$ cat src/rtl/delay_buffer_ctrl.sv
// Per-sample delay/echo/looper engine over a word-addressed circular buffer.
// One sample in flight: read delayed tap, mix with dry, optionally write back, present result.
module delay_buffer_ctrl #(
  parameter int ADDR_W = 10,
  parameter int DATA_W = 16
) (
  input  logic              wb_clk_i,
  input  logic              wb_rst_i,
  input  logic              in_valid,
  input  logic [DATA_W-1:0] in_sample,
  output logic              in_ready,
  input  logic [ADDR_W-1:0] delay_len,
  input  logic [7:0]        gain,
  input  logic              record,
  input  logic              loop,
  output logic              mem_req,
  output logic              mem_we,
  output logic [ADDR_W-1:0] mem_addr,
  output logic [DATA_W-1:0] mem_wdata,
  input  logic [DATA_W-1:0] mem_rdata,
  input  logic              mem_ack,
  output logic              out_valid,
  output logic [DATA_W-1:0] out_sample,
  input  logic              out_ready
);

  typedef enum logic [2:0] {
    ST_IDLE = 3'd0,
    ST_RD   = 3'd1,
    ST_MIX  = 3'd2,
    ST_WR   = 3'd3,
    ST_OUT  = 3'd4
  } state_t;

  localparam logic [ADDR_W-1:0] PTR_STEP = ADDR_W'(1);

  state_t                   state_r;
  state_t                   state_nx_s;
  logic [ADDR_W-1:0]        wr_ptr_r;
  logic signed [DATA_W-1:0] x_r;
  logic signed [DATA_W-1:0] d_r;
  logic signed [DATA_W-1:0] y_r;
  logic signed [DATA_W-1:0] mix_s;
  logic [7:0]               gain_r;
  logic                     record_r;
  logic                     loop_r;
  logic                     mem_req_r;
  logic                     mem_we_r;
  logic [ADDR_W-1:0]        mem_addr_r;
  logic [DATA_W-1:0]        mem_wdata_r;
  logic                     out_valid_r;
  logic                     in_ready_r;
  logic                     accept_s;

  // y = sat(x + ((d * {0,gain}) >>> 8)); the slice of the wide product is the arithmetic shift
  function automatic logic signed [DATA_W-1:0] mix_sat(
    input logic signed [DATA_W-1:0] x,
    input logic signed [DATA_W-1:0] d,
    input logic [7:0]               g
  );
    logic signed [DATA_W+8:0] prod;
    logic signed [DATA_W:0]   wet;
    logic signed [DATA_W+1:0] sum;
    prod = $signed({{9{d[DATA_W-1]}}, d}) * $signed({{(DATA_W+1){1'b0}}, g});
    wet  = prod[DATA_W+8:8];
    sum  = {x[DATA_W-1], x[DATA_W-1], x} + {wet[DATA_W], wet};
    if (sum[DATA_W+1:DATA_W-1] == {3{sum[DATA_W+1]}}) begin
      return sum[DATA_W-1:0];
    end else if (sum[DATA_W+1]) begin
      return {1'b1, {(DATA_W-1){1'b0}}};
    end else begin
      return {1'b0, {(DATA_W-1){1'b1}}};
    end
  endfunction

  assign accept_s   = in_valid & in_ready_r;
  assign mix_s      = mix_sat(x_r, d_r, gain_r);

  assign in_ready   = in_ready_r;
  assign mem_req    = mem_req_r;
  assign mem_we     = mem_we_r;
  assign mem_addr   = mem_addr_r;
  assign mem_wdata  = mem_wdata_r;
  assign out_valid  = out_valid_r;
  assign out_sample = y_r;

  // State register
  always_ff @(posedge wb_clk_i) begin
    if (wb_rst_i) begin
      state_r <= ST_IDLE;
    end else begin
      state_r <= state_nx_s;
    end
  end

  // Next-state decode; acks only matter while a request is outstanding
  always_comb begin
    state_nx_s = state_r;
    case (state_r)
      ST_IDLE: begin
        if (accept_s) state_nx_s = ST_RD;
        else          state_nx_s = ST_IDLE;
      end
      ST_RD: begin
        if (mem_ack) state_nx_s = ST_MIX;
        else         state_nx_s = ST_RD;
      end
      ST_MIX: begin
        if (loop_r) state_nx_s = ST_OUT;
        else        state_nx_s = ST_WR;
      end
      ST_WR: begin
        if (mem_ack) state_nx_s = ST_OUT;
        else         state_nx_s = ST_WR;
      end
      ST_OUT: begin
        if (out_ready) state_nx_s = ST_IDLE;
        else           state_nx_s = ST_OUT;
      end
      default: state_nx_s = ST_IDLE;
    endcase
  end

  // Handshake outputs registered from the next state so they line up with it
  always_ff @(posedge wb_clk_i) begin
    if (wb_rst_i) begin
      mem_req_r   <= 1'b0;
      mem_we_r    <= 1'b0;
      out_valid_r <= 1'b0;
      in_ready_r  <= 1'b0;
    end else begin
      mem_req_r   <= (state_nx_s == ST_RD) || (state_nx_s == ST_WR);
      mem_we_r    <= (state_nx_s == ST_WR);
      out_valid_r <= (state_nx_s == ST_OUT);
      in_ready_r  <= (state_nx_s == ST_IDLE);
    end
  end

  // Per-sample latches, memory address/data and the circular write pointer
  always_ff @(posedge wb_clk_i) begin
    if (wb_rst_i) begin
      wr_ptr_r    <= {ADDR_W{1'b0}};
      x_r         <= {DATA_W{1'b0}};
      d_r         <= {DATA_W{1'b0}};
      y_r         <= {DATA_W{1'b0}};
      gain_r      <= 8'd0;
      record_r    <= 1'b0;
      loop_r      <= 1'b0;
      mem_addr_r  <= {ADDR_W{1'b0}};
      mem_wdata_r <= {DATA_W{1'b0}};
    end else begin
      case (state_r)
        ST_IDLE: begin
          if (accept_s) begin
            x_r        <= in_sample;
            gain_r     <= gain;
            record_r   <= record;
            loop_r     <= loop;
            // delay_len of 0 wraps onto wr_ptr itself: a full-depth tap
            mem_addr_r <= wr_ptr_r - delay_len;
          end
        end
        ST_RD: begin
          if (mem_ack) d_r <= mem_rdata;
        end
        ST_MIX: begin
          y_r <= mix_s;
          if (!loop_r) begin
            mem_addr_r  <= wr_ptr_r;
            mem_wdata_r <= record_r ? mix_s : x_r;
          end
        end
        ST_WR: begin
          mem_addr_r <= mem_addr_r;
        end
        ST_OUT: begin
          if (out_ready) wr_ptr_r <= wr_ptr_r + PTR_STEP;
        end
        default: begin
          mem_addr_r <= mem_addr_r;
        end
      endcase
    end
  end

endmodule

$ cat config.mk
export PLATFORM = sky130hd
export DESIGN_NAME = delay_buffer_ctrl
export DESIGN_NICKNAME = d
export VERILOG_FILES = /design/src/rtl/delay_buffer_ctrl.sv
export SDC_FILE = /design/constraint.sdc
export NUM_CORES = 1
export LEC_CHECK = 0
export BUFFER_PORTS_ARGS = -buffer_cell sky130_fd_sc_hd__buf_2
export CELL_PAD_IN_SITES_DETAIL_PLACEMENT = 0
export CELL_PAD_IN_SITES_GLOBAL_PLACEMENT = 2
export CORE_ASPECT_RATIO = 1.25
export CORE_MARGIN = 2
export CORE_UTILIZATION = 28
export CTS_CLUSTER_DIAMETER = 30
export DETAILED_ROUTE_END_ITERATION = 12
export MAX_ROUTING_LAYER = met4
export PLACE_DENSITY = 0.78
export REMOVE_ABC_BUFFERS = 1
export SYNTH_ARGS = -nofsm -noshare
export SYNTH_HDL_FRONTEND = slang
export SYNTH_SLANG_ARGS = --single-unit
$ cat constraint.sdc
create_clock -name wb_clk_i -period 7.7 [get_ports wb_clk_i]
set_input_delay 1.155 -clock wb_clk_i [delete_from_list [all_inputs] [get_ports wb_clk_i]]
set_output_delay 1.155 -clock wb_clk_i [all_outputs]
set_load 0.03 [all_outputs]
Yosys cells after proc, flatten, opt, wreduce, memory -nomap -nowiden. Cells that the tools add are included.

Register bits: 101. Input bits: 57. Output and inout bits: 46. Word-level logic and storage cells: 51.

$add $sub $neg: 3. Multipliers: 1. Eq/ne operators: 10. Muxes and demuxes: 12. Bitwise gates (word level): 2. Reduce and logical (&&, ||, !) cells: 9.

Operators with widths (number): $mux 16 (3); $mul 16x9->25 (1); $mux 10 (2); $pmux 10 s2 (1); $add 16x17->18 (1); $pmux 3 s5 (1); $add 10x1->10 const B (1); $sub 10x10->10 (1); $eq 3x2->1 const B (3); $mux 3 (3); $reduce_and 2->1 (4); $eq 3x1->1 const B (2); $eq 3x3->1 const B (2); $logic_not 3->1 (2); $ne 2x2->1 const B (2); $reduce_and 3->1 (1); $eq 2x2->1 (1); $mux 2 (1); $reduce_bool 2->1 (1); $and 1x1->1 (1); $logic_or 1x1->1 (1); $mux 1 (1); $not 1->1 (1).

Depth between registers and ports, before layout. Gate-level depths: netlist of the first run.

Word-level depth: 5. Mapped depth: 29. Depth with buffers taken out: 27.

Least setup slack after synthesis of the first run. OpenSTA, ideal clock, no wires.

Path kind: register -> register. Start point: register gain_r[2]. End point: register mem_wdata_r[10], in the netlist mem_wdata[10]. Setup time: 86 ps. Arrival: 6926 ps. Path slack: 687 ps. Cell stages (with the launch flop): 30. Buffers on the path: 3. Path through: dfxtp_1 -> clkbuf_1 -> clkbuf_1 -> nand2_1 -> fa_1 -> inv_1 -> fa_1 -> fa_1 -> inv_1 -> fa_1 -> inv_1 -> ha_1 -> nand3_1 -> o22ai_1 -> o41a_1 -> o211ai_1 -> a311oi_1 -> a21o_1 -> a21oi_1 -> xnor2_1 -> ha_1 -> and2_1 -> and3_1 -> a21oi_1 -> o32ai_4 -> or3_1 -> mux2i_2 -> buf_6 -> nand2_1 -> a221oi_2.

Word-level cells in the longest chain between the ends: 5. Elaborated cells between the ends (all ways): 6. Those cells by class: 1 x add/sub; 1 x mul; 1 x eq/ne; 3 x mux.

RTL lines: start, declared (RTL line 44) `logic [7:0] gain_r;`; start signal, assigned (RTL line 156) `gain_r <= gain;`; $mul 16x9->25 * (RTL line 64) `prod = $signed({{9{d[DATA_W-1]}}, d}) * $signed({{(DATA_W+1){1'b0}}, g});`; $add 16x17->18 * (RTL line 66) `sum = {x[DATA_W-1], x[DATA_W-1], x} + {wet[DATA_W], wet};`; $eq 2x2->1 or $mux 16 (tied branches) (RTL line 67, 69); $mux 16 * (RTL line 67) `if (sum[DATA_W+1:DATA_W-1] == {3{sum[DATA_W+1]}}) begin`; $mux 16 * (RTL line 170) `mem_wdata_r <= record_r ? mix_s : x_r;`; end signal, assigned (RTL line 150) `mem_wdata_r <= {DATA_W{1'b0}};`; end signal, assigned (RTL line 170); end, declared (RTL line 50) `logic [DATA_W-1:0] mem_wdata_r;`.

Every way passes the cells marked *; elsewhere a longest branch is shown, timed or not. A chain may end at the register's enable or synchronous reset.

Worst setup path in the final report of the first run.
Start point: register gain_r[3]. End point: register mem_wdata_r[14], in the netlist mem_wdata[14].

Same word-level chain as after synthesis.

==> results of run 1 <==
[cell usage after synthesis, types with 11 or more instances]
cell / n
nand2_1: 217
inv_1: 162
fa_1: 103
dfxtp_1: 101
a21oi_1: 95
ha_1: 74
and2_1: 65
o21ai_0: 55
clkbuf_1: 50
nor2_1: 50
xnor2_1: 28
nand3_1: 12
xor2_1: 12
a221oi_2: 11
[repair_timing]
action / 4_1_cts / 5_1_grt
setup buffers: 0 / 1
gates resized for setup: 2 / 27
hold buffers: 0 / 0
pin swaps: 0 / 5
setup endpoints to repair: 12 / 30
[logic make-up after synthesis]
family	count (synthesis)	synth area share (%)
flip-flops	101	21.12
AND/OR/NAND/NOR	402	19.28
AO/OA/AOI/OAI	223	15.24
XOR/XNOR	41	3.895
multiplexers	5	0.5620
buffers and inverters	217	8.692
adder cells (fa/ha/maj)	177	31.21
[final cells by class]
cell class | count | share of cell area [%]
Inverter | 162 | 5.564
Clock inverter | 7 | 0.6869
Tap cell | 423 | 4.843
Multi-Input combinational cell | 848 | 61.79
Sequential cell | 101 | 18.82
Clock buffer | 9 | 2.061
Timing Repair Buffer | 123 | 6.239
[flip-flops by register name, indices dropped and copies added (netlist names)]
signal / flops
mem_req: 1
mem_addr: 10
mem_wdata: 16
out_sample: 16
record_r: 1
in_ready: 1
gain_r: 8
mem_we: 1
wr_ptr_r: 10
state_r: 3
loop_r: 1
out_valid: 1
d_r: 16
x_r: 16
[cells in the final DEF, fill, tap and decap left out, types with 28 or more instances in the layout]
| cell type | n |
|---|---|
| and2_1 | 65 |
| nand2_1 | 217 |
| nor2_1 | 48 |
| inv_1 | 162 |
| xnor2_1 | 28 |
| buf_2 | 101 |
| dfxtp_1 | 87 |
| fa_1 | 103 |
| ha_1 | 74 |
| o21ai_0 | 55 |
| a21oi_1 | 94 |
[path summary, 6_finish.rpt]
check,slack (ns),cells past startpoint,to
min,0.46,2,mem_addr[0]$_SDFFE_PP0P_
max reg2reg,0.49,26,mem_wdata[14]$_SDFFE_PP0P_
max,0.49,26,mem_wdata[14]$_SDFFE_PP0P_
min reg2reg,0.46,2,mem_addr[0]$_SDFFE_PP0P_
[stage by stage]
step | TNS, ns | hold WS, ns
after global placement | 0 | 0.4421
final | 0 | 0.4573
after floorplan | 0 | 0.4428
after global routing | 0 | 0.4930
after detailed placement | -0.1430 | 0.4437
after CTS | 0 | 0.4583
[power groups by stage]
stage / Clock [mW] / Combinational (mW) / Sequential (mW)
2_1_floorplan: 0 / 0.149 / 0.632
3_3_place_gp: 0 / 0.302 / 0.612
3_5_place_dp: 0 / 0.303 / 0.612
4_1_cts: 0.501 / 0.306 / 0.600
5_1_grt: 0.516 / 0.338 / 0.605
6_report: 0.488 / 0.305 / 0.599
[per-layer routing]
metal | global-route usage [%] | share of wire, %
met4 | 3.655 | 1.6
met5 | - | 0
met2 | 27.16 | 48
met3 | 2.455 | 3.9
met1 | 21.28 | 46
[worst max-delay path, stage by stage (launching register included)]
cell       delay [ns]
dfxtp_4          0.40
buf_4            0.17
and2_1           0.15
fa_1             0.41
fa_1             0.51
fa_1             0.51
inv_1            0.06
fa_1             0.53
inv_1            0.04
ha_1             0.34
a21oi_1          0.15
o22ai_1          0.14
o31a_1           0.29
o21a_1           0.21
o21a_1           0.19
or3_1            0.33
a31oi_1          0.21
xnor2_1          0.17
ha_1             0.29
nor2_1           0.07
nor2_1           0.18
o41ai_4          0.16
o21ai_0          0.40
a2111oi_0        0.19
a41o_1           0.24
o41ai_2          0.59
a221oi_2         0.10
==> results.tsv, run 1 <==
stage	metric	value	unit
routing	Final ANT Viol Nets	0	
placement	dpl cells	1656	
floorplan	core area	33590	sq um
timing	Max Clock Skew	0.02205	ns
floorplan	Chip Width	169.4	um
clock_tree	CTS Buffer Depth	2	
clock_tree	CTS Sinks	101	
clock_tree	total CTS buffers	9	
power	PD cells	127.4	nW/um^2
layout	Final Non-Filler Cells	1673	
clock_tree	clock slew at reported path FFs	0.09	ns
floorplan	I/O pins	103	
setup_path	crit start category	flop	
routing	DRC	0	
global_route	first-pass GRT wire length	44920	um
placement	Post-Place Cell Area	10550	sq um
power	leakage	5.221	nW
power	combinational share of power	21.9	%
setup_path	r2r startpoint	gain_r[3]$_SDFFE_PP0P_	
power	switching share of power	35.94	%
yosys	Synth Warn #	0	
setup_path	Worst Setup End Kind	flop	
setup_path	WS Path Type	flop to flop	
layout	FILL cells	3636	
run	number of max-cap violations	0	
layout	register area	2057	sq um
layout	Antenna Cells	0	
yosys	FFs w/ async S/R, synth	0	%
clock_tree	CTS Root Cell	clkbuf_16	
yosys	Synth Register Bits	101	
placement	DP Wirelength	21420	um
layout	post-layout utilization of the core	32.53	%
routing	Avg WL per Cell	16.19	um
layout	area of the multi-input gates	6753	sq um
placement	IO buf count	102	
global_route	antenna violations before repair	0	
routing	Routed WL	27090	um
yosys	library cells used by synthesis	63	
setup_path	worst setup path start	gain_r[3]$_SDFFE_PP0P_	
power	Psw	0.5004	mW
timing	minimum clock period	7.213	ns
setup_path	WP data arrival	7.44	ns
placement	GPL Wtd Cong	0.8340	
yosys	fraction of the yosys area taken by sequential cells	21.12	%
clock_tree	clock latency on the worst-skew pair	0.38	ns
layout	proportion of layout cells with a drive suffix above 1	14.96	%
routing	vias per cell	4.720	
min_path	Worst Hold Launch	mem_addr[0]$_SDFFE_PP0P_	
yosys	Mapped Cells	1166	
setup_path	CP required	7.92	ns
power	Power Total	1.392	mW
clock_tree	TritonCTS clock tree	done	
timing	final worst path period share	93.68	%
placement	Place WS	-0.06354	ns
floorplan	Cell Rows	75	
timing	Worst-Margin Slew	1.016	ns
clock_tree	CTS H-tree depth	3	
timing	max_slew headroom	31.99	%
routing	Pre-antenna DRT Iters	4	
yosys	Area contributors post-synth	fa_1, dfxtp_1, ha_1	
floorplan	Die Ht	210.7	um
floorplan	Initial Util	28.50	%
layout	final net count	1479	
global_route	number of global-route vias before repair	8268	
global_route	Congestion Overflow GR	0	
power	cell internal pwr	0.8919	mW
setup_path	Max FO, Critical Path	12	
layout	Area Overhead vs Synth	14.17	%
power	Flop pwr share	43.1	%
routing	Via Count	7897	
global_route	Total GRT Usage	16.41	%
layout	final instance area	10930	sq um
timing	final setup fails	0	
power	Max rail drop VDD	0.09086	mV
yosys	Post-synth EDFFs	0	
routing	Iteration-0 DRC Markers	324	
timing	fmax	138.6	MHz
status	status	completed	
yosys	post-synth top area share	21.54	%
floorplan	die area	35690	sq um
timing	RSZ-0062 raised after global routing	no	
yosys	Post-synth top flop	dfxtp_1	
yosys	Synth area leader	fa_1	
timing	post-route setup slack	0.4869	ns
global_route	largest net degree at the start of global routing	66	
yosys	syn_area_per_cell	8.210	sq um
min_path	hold crit path type	flop to flop	
timing	Fin. Hold Viols	0	
power	power share of the clock group	35.1	%
timing	max-slew violations	0	
yosys	post-synthesis instance area	9573	sq um
(Power assumes the default switching activity.)
==> run 2: changes to the inputs <==
ABC_AREA = 1   (was not set)
PLACE_DENSITY = 0.8   (was 0.78)
==> results.tsv, run 2 <==
stage	metric	value	unit	change
routing	Routed WL	28020	um	was 27,090 um
global_route	antenna violations before repair	0		unchanged
yosys	fraction of the yosys area taken by sequential cells	19.70	%	was 21.12%
yosys	Synth Warn #	0		unchanged
clock_tree	CTS Root Cell	clkbuf_16		unchanged
yosys	Post-synth EDFFs	0		unchanged
layout	post-layout utilization of the core	31.61	%	was 32.53%
yosys	Compound-Gate Fraction of Synth Area	11.32	%	was 15.24%
setup_path	CP required	7.97	ns	was 7.92 ns
global_route	Total GRT Usage	16.01	%	was 16.41%
yosys	Synth Register Bits	101		unchanged
global_route	Congestion Overflow GR	0		unchanged
yosys	post-synthesis simple-gate area fraction	23.02	%	was 19.28%
routing	Final ANT Viol Nets	0		unchanged
clock_tree	TritonCTS clock tree	done		unchanged
routing	Avg WL per Cell	14.20	um	was 16.19 um
yosys	multiplexer share of the synthesized area	0	%	was 0.5620%
clock_tree	total CTS buffers	9		unchanged
yosys	FFs w/ async S/R, synth	0	%	unchanged
floorplan	Die Ht	218.0	um	was 210.7 um
yosys	count leader, synth	inv_1		was nand2_1
clock_tree	CTS Sinks	101		unchanged
layout	FILL cells	3947		was 3,636
timing	Fin. Hold Viols	0		unchanged
routing	DRC	0		unchanged
setup_path	WS Path Type	flop to flop		unchanged
min_path	Worst Hold Launch	mem_wdata[15]$_SDFFE_PP0P_		was mem_addr[0]$_SDFFE_PP0P_
global_route	first-pass GRT wire length	47630	um	was 44,920 um
yosys	Commonest cells post-synth	inv_1, nand2_1, nor2_1		was nand2_1, inv_1, fa_1
layout	most common cell after layout, fill and taps aside	inv_1		was nand2_1
power	Max rail drop VDD	0.1047	mV	was 0.09086 mV
min_path	hold crit path type	flop to flop		unchanged
yosys	Mapped Cells	1433		was 1,166
timing	max_slew headroom	30.72	%	was 31.99%
yosys	Post-synth top flop	dfxtp_1		unchanged
yosys	Synth area leader	fa_1		unchanged
timing	Worst-Margin Slew	1.038	ns	was 1.016 ns
clock_tree	CTS Buffer Depth	2		unchanged
floorplan	core area	36210	sq um	was 33,590 sq um
floorplan	I/O pins	103		unchanged
layout	proportion of layout cells with a drive suffix above 1	11.65	%	was 14.96%
timing	RSZ-0062 raised after global routing	no		unchanged
layout	most frequent cells in the layout	inv_1, nand2_1, nor2_1		was nand2_1, inv_1, fa_1
setup_path	Max FO, Critical Path	30		was 12
routing	Iteration-0 DRC Markers	324		unchanged
floorplan	Chip Width	175.2	um	was 169.4 um
setup_path	slack of the worst reg-to-reg path	0.50	ns	was 0.49 ns
timing	setup TNS	0	ns	unchanged
timing	max-slew violations	0		unchanged
clock_tree	CTS Hold Buffers Added	0		unchanged
timing	fmax	138.8	MHz	was 138.6 MHz
placement	GPL Wtd Cong	0.9184		was 0.8340
timing	minimum clock period	7.203	ns	was 7.213 ns
global_route	largest net degree at the start of global routing	50		was 66
floorplan	Initial Util	28.34	%	was 28.50%
setup_path	RR Endpoint	out_sample[4]$_SDFFE_PP0P_		was mem_wdata[14]$_SDFFE_PP0P_
timing	final worst path period share	93.54	%	was 93.68%
setup_path	cells on worst reg2reg path	26		unchanged
layout	final net count	1723		was 1,479
routing	vias per cell	4.528		was 4.720
yosys	largest family of logic cells by synthesized area	adder cells		unchanged
yosys	library cells used by synthesis	42		was 63
yosys	post-synthesis instance area	10260	sq um	was 9573 sq um
placement	DP Wirelength	22400	um	was 21,420 um
min_path	Hold Path Stages	2		unchanged
setup_path	WP data arrival	7.48	ns	was 7.44 ns
clock_tree	clock slew at reported path FFs	0.08	ns	was 0.09 ns
run	number of max-cap violations	0		unchanged
placement	IO buf count	102		unchanged
yosys	post-synthesis xor/xnor area fraction	3.317	%	was 3.895%
clock_tree	clock latency on the worst-skew pair	0.38	ns	about the same
layout	Area Overhead vs Synth	11.55	%	was 14.17%
routing	Via Count	8939		was 7,897
timing	Max Clock Skew	0.005737	ns	was 0.02205 ns
setup_path	r2r startpoint	gain_r[1]$_SDFFE_PP0P_		was gain_r[3]$_SDFFE_PP0P_
yosys	syn_area_per_cell	7.161	sq um	was 8.210 sq um
yosys	Area contributors post-synth	fa_1, dfxtp_1, inv_1		was fa_1, dfxtp_1, ha_1
clock_tree	CTS H-tree depth	3		unchanged
yosys	post-synth top area share	20.10	%	was 21.54%
setup_path	Worst Setup End Kind	flop		unchanged
power	Power Total	1.611	mW	was 1.392 mW
min_path	Hold Path End	mem_wdata[15]$_SDFFE_PP0P_		was mem_addr[0]$_SDFFE_PP0P_
clock_tree	Setup Buffers After CTS	0		unchanged
yosys	Synth Area in Adders	29.12	%	was 31.21%
power	PD cells	140.8	nW/um^2	was 127.4 nW/um^2
timing	final setup fails	0		unchanged
layout	Antenna Cells	0		unchanged
setup_path	crit start category	flop		unchanged
power	leakage	6.222	nW	was 5.221 nW
routing	Pre-antenna DRT Iters	5		was 4
status	status	completed		unchanged
floorplan	Cell Rows	78		was 75
floorplan	die area	38200	sq um	was 35,690 sq um
global_route	number of global-route vias before repair	9410		was 8,268
clock_tree	post-CTS resize count	0		was 2
==> run 2: cell count changes after synthesis, moves of 13 or more <==
cell,change
a21oi_1,-17
and2_1,-65
inv_1,+122
nand2_1,+57
nand3_1,+57
nand3_2,+13
nor2_1,+107
o21ai_0,+28
==> run 2: critical path, stage by stage, from the launching register on <==
cell and delay, ns:
dfxtp_1 0.77, nand2_1 0.19, fa_1 0.73, inv_1 0.09, fa_1 0.47, fa_1 0.55
inv_1 0.05, fa_1 0.47, inv_1 0.04, ha_1 0.38, nand2_1 0.15, nor4_1 0.52
nand4_1 0.26, nand3_1 0.17, xor2_1 0.09, ha_1 0.36, nand2_1 0.14, nor4_1 0.29
nand2_1 0.12, nand2_2 0.10, nand2_1 0.05, nand2_1 0.07, inv_2 0.04, o21ai_4 0.57
nand3_1 0.20, o211ai_1 0.12, inv_1 0.05
==> run 2: report_power, final <==
part	leakage (nW)	total (mW)	switching, mW	internal, mW
Sequential	0.821	0.634	0.0685	0.566
Combinational	5.25	0.498	0.330	0.168
Clock	0.148	0.479	0.237	0.242
==> run 2: layout make-up <==
| type | instances | area [sq um] | area share, % |
|---|---|---|---|
| multi-input combinational | 975 | 6858 | 59.91 |
| sequential | 101 | 2022 | 17.67 |
| inverter | 291 | 1092 | 9.543 |
| tap | 480 | 600.6 | 5.247 |
| timing repair buffer | 111 | 578.1 | 5.050 |
| clock buffer | 11 | 252.7 | 2.208 |
| clock inverter | 5 | 42.54 | 0.3717 |
==> run 2: cell families (layout without fill, tap and decap cells) <==
| logic type | after synthesis | in the layout |
|---|---|---|
| simple gates | 553 | 553 |
| buf+inv | 357 | 418 |
| compound gates | 207 | 207 |
| fa+ha+maj | 177 | 177 |
| flops | 101 | 101 |
| xor+xnor | 38 | 38 |
==> run 2: per-layer routing <==
metal | vias up | wire [um] | global-route usage [%]
li1 | 4507 | - | -
met1 | 4248 | 12780 | 19.50
met2 | 150 | 13920 | 27.53
met3 | 34 | 794 | 2.319
met4 | 0 | 527 | 4.500
met5 | - | 0 | -
==> run 2: how the worst max path moves through the flow <==
stage                                             to  slack [ns]  depth (start not counted)              startpoint
final                     out_sample[4]$_SDFFE_PP0P_        0.50                         26  gain_r[1]$_SDFFE_PP0P_
after global routing      out_sample[4]$_SDFFE_PP0P_        0.06                         26  gain_r[1]$_SDFFE_PP0P_
after CTS                 out_sample[4]$_SDFFE_PP0P_        0.54                         26  gain_r[1]$_SDFFE_PP0P_
after detailed placement  out_sample[4]$_SDFFE_PP0P_        0.55                         26  gain_r[1]$_SDFFE_PP0P_
after global placement    out_sample[4]$_SDFFE_PP0P_        0.60                         25  gain_r[1]$_SDFFE_PP0P_
after floorplan           out_sample[2]$_SDFFE_PP0P_        1.65                         26  gain_r[0]$_SDFFE_PP0P_
==> run 2: stage by stage <==
step           hold WS (ns)  std cells  instance area (sq um)  setup slack (ns)
6_report             0.4638       1974                  11450            0.4971
2_1_floorplan        0.4466       1367                   9966             1.646
3_3_place_gp         0.4536       1958                  11150            0.5972
5_1_grt              0.4823       1974                  11450           0.06010
4_1_cts              0.4644       1974                  11450            0.5364
3_5_place_dp         0.4525       1958                  11150            0.5497
==> run 3: changes to the inputs <==
CORE_ASPECT_RATIO = not set   (was 1.25)
PLACE_DENSITY = 0.83   (was 0.8)
clock period = 5.84 ns   (was 7.7 ns; I/O delays follow)
==> results.tsv, run 3 (synthesized netlist as in run 2, its figures left out) <==
stage	metric	value	unit	change
timing	RSZ-0062 raised after global routing	yes		was no
min_path	hold crit path type	flop to flop		unchanged
power	switching share of power	39.40	%	was 39.46%
clock_tree	CTS Root Cell	clkbuf_16		unchanged
power	PD cells	177.5	nW/um^2	was 140.8 nW/um^2
timing	max-slew violations	0		unchanged
clock_tree	CTS H-tree depth	3		unchanged
timing	final worst path period share	103.3	%	was 93.54%
timing	Fin. Hold Viols	0		unchanged
floorplan	die area	38190	sq um	was 38,200 sq um
clock_tree	clock slew at reported path FFs	0.08	ns	about the same
routing	Avg WL per Cell	14.41	um	was 14.20 um
setup_path	CP dominant cell by count	fa_1		was nand2_1
setup_path	slack of the worst reg-to-reg path	-0.19	ns	was 0.50 ns
global_route	number of global-route vias before repair	10320		was 9,410
floorplan	I/O pins	103		unchanged
routing	Via Count	9910		was 8,939
floorplan	Chip Width	195.4	um	was 175.2 um
setup_path	crit-path max cell delay	0.57	ns	was 0.77 ns
global_route	antenna violations before repair	0		unchanged
layout	final net count	1936		was 1,723
placement	IO buf count	102		unchanged
timing	Max Clock Skew	0.009793	ns	was 0.005737 ns
routing	DRC	0		unchanged
placement	DP Wirelength	23590	um	was 22,400 um
layout	proportion of layout cells with a drive suffix above 1	34.99	%	was 11.65%
layout	Antenna Cells	0		unchanged
layout	FILL cells	3692		was 3,947
layout	most frequent cells in the layout	inv_1, nand2_1, buf_4		was inv_1, nand2_1, nor2_1
clock_tree	CTS Buffer Depth	2		unchanged
routing	Routed WL	31330	um	was 28,020 um
setup_path	r2r startpoint	d_r[8]$_SDFFE_PP0P_		was gain_r[1]$_SDFFE_PP0P_
routing	Pre-antenna DRT Iters	5		unchanged
timing	post-route setup slack	-0.1915	ns	was 0.4971 ns
clock_tree	clock latency on the worst-skew pair	0.38	ns	about the same
layout	most common cell after layout, fill and taps aside	inv_1		unchanged
global_route	first-pass GRT wire length	52210	um	was 47,630 um
global_route	grt peak-use layer	met2		unchanged
power	Psw	1.017	mW	was 0.6357 mW
layout	Area Overhead vs Synth	41.70	%	was 11.55%
clock_tree	TritonCTS clock tree	done		unchanged
floorplan	Cell Rows	70		was 78
timing	final setup fails	31		was 0
run	number of max-cap violations	0		unchanged
setup_path	critical path's slowest cell	fa_1		was dfxtp_1
power	leakage	7.725	nW	was 6.222 nW
setup_path	WP data arrival	6.27	ns	was 7.48 ns
global_route	met1 usage	22.23	%	was 19.50%
timing	minimum clock period	6.031	ns	was 7.203 ns
setup_path	cells on worst reg2reg path	31		was 26
setup_path	WS Path Type	flop to flop		unchanged
setup_path	Max FO, Critical Path	8		was 30
status	status	finished, violations left		was completed
timing	Worst-Margin Slew	1.261	ns	was 1.038 ns
floorplan	core area	36350	sq um	was 36,210 sq um
global_route	Total GRT Usage	17.53	%	was 16.01%
power	power share of the clock group	23.2	%	was 29.7%
power	cell internal pwr	1.564	mW	was 0.9754 mW
timing	fmax	165.8	MHz	was 138.8 MHz
power	Power Total	2.580	mW	was 1.611 mW
setup_path	Worst Setup End Kind	flop		unchanged
clock_tree	CTS Sinks	101		unchanged
power	Max rail drop VDD	0.1510	mV	was 0.1047 mV
layout	area of the multi-input gates	8092	sq um	was 6858 sq um
timing	max_slew headroom	15.79	%	was 30.72%
placement	Place WS	-0.5169	ns	was 0.5497 ns
global_route	Congestion Overflow GR	0		unchanged
routing	vias per cell	4.558		was 4.528
power	Flop pwr share	31.8	%	was 39.4%
clock_tree	CTS Hold Buffers Added	0		unchanged
setup_path	crit start category	flop		unchanged
setup_path	CP required	6.08	ns	was 7.97 ns
placement	GPL Wtd Cong	0.8402		was 0.9184
global_route	met3 usage	2.211	%	was 2.319%
floorplan	Die Ht	195.4	um	was 218.0 um
power	combinational share of power	45.0	%	was 30.9%
global_route	largest net degree at the start of global routing	56		was 50
layout	register area	2059	sq um	was 2022 sq um
min_path	Hold Path Stages	2		unchanged
global_route	met2 GRT Util	29.60	%	was 27.53%
setup_path	RR Endpoint	mem_wdata[1]$_SDFFE_PP0P_		was out_sample[4]$_SDFFE_PP0P_
layout	post-layout utilization of the core	40.00	%	was 31.61%
status	failing checks	setup timing		
routing	Final ANT Viol Nets	0		unchanged
min_path	Worst Hold Launch	mem_wdata[9]$_SDFFE_PP0P_		was mem_wdata[15]$_SDFFE_PP0P_
floorplan	Initial Util	28.23	%	was 28.34%
routing	Iteration-0 DRC Markers	377		was 324
min_path	Hold Path End	mem_wdata[9]$_SDFFE_PP0P_		was mem_wdata[15]$_SDFFE_PP0P_
clock_tree	total CTS buffers	9		unchanged
## run 3: cell types whose count changed in the layout (fill, tap and decap cells not counted), moves of 26 or more
cell,previous run,this run
buf_4,9,177
nand2_2,9,42
a21oi_1,78,52
buf_6,0,33
nand2_1,274,219
nand3_1,69,35
## run 3: repair_timing
| item | in CTS | in global routing |
|---|---|---|
| endpoints found under the setup margin | 32 | 32 |
| setup buffers | 55 | 16 |
| gates resized for setup | 227 | 111 |
| cloned | 5 | 0 |
| pin swaps | 137 | 105 |
## run 3: through the flow
step	instance area (sq um)	cells	hold WS (ns)	TNS (ns)
after floorplan	9966	1367	0.4466	-5.448
after global placement	12270	2087	0.4592	-15.59
after detailed placement	12270	2087	0.4571	-14.78
after global routing	14540	2174	0.4915	-12.90
final	14540	2174	0.4731	-3.881
after CTS	13960	2160	0.4717	-0.2396
## run 3: cell type report
| type | count | share of cell area (%) |
|---|---|---|
| Inverter | 291 | 7.512 |
| Clock buffer | 11 | 1.669 |
| Sequential cell | 101 | 14.16 |
| Tap cell | 468 | 4.027 |
| Timing Repair Buffer | 323 | 16.75 |
| Multi-Input combinational cell | 976 | 55.65 |
| Clock inverter | 4 | 0.2237 |
## run 3: power by group through the flow
| stage | Sequential (mW) | Combinational, mW | Clock [mW] |
|---|---|---|---|
| after floorplan | 0.874 | 0.415 | 0 |
| after global placement | 0.831 | 0.822 | 0 |
| after detailed placement | 0.832 | 0.824 | 0 |
| after CTS | 0.817 | 1.04 | 0.621 |
| after global routing | 0.827 | 1.27 | 0.644 |
| final | 0.819 | 1.16 | 0.599 |
## run 3: metal layers
layer | up-vias | wire length [um]
met4 | 0 | 397
met3 | 24 | 1179
met1 | 4752 | 14350
li1 | 4952 | -
met2 | 182 | 15410
met5 | - | 0
## run 3: worst max path at each step
stage / startpoint / end / slack (ns) / cells after the start
2_1_floorplan: gain_r[0]$_SDFFE_PP0P_ / out_sample[2]$_SDFFE_PP0P_ / -0.21 / 26
3_3_place_gp: gain_r[5]$_SDFFE_PP0P_ / out_sample[1]$_SDFFE_PP0P_ / -0.53 / 32
3_5_place_dp: gain_r[5]$_SDFFE_PP0P_ / mem_wdata[0]$_SDFFE_PP0P_ / -0.52 / 30
4_1_cts: gain_r[0]$_SDFFE_PP0P_ / mem_wdata[11]$_SDFFE_PP0P_ / -0.03 / 31
5_1_grt: d_r[8]$_SDFFE_PP0P_ / mem_wdata[3]$_SDFFE_PP0P_ / -0.50 / 32
6_report: d_r[8]$_SDFFE_PP0P_ / mem_wdata[1]$_SDFFE_PP0P_ / -0.19 / 31
## run 3: worst max-delay path: cells and delay by family (launching register included)
kind            cells  cell delay [ns]
simple gates       14             1.55
buf+inv             6             0.49
fa+ha+maj           6             2.70
xor+xnor            1             0.20
compound gates      4             0.60
flops               1             0.34
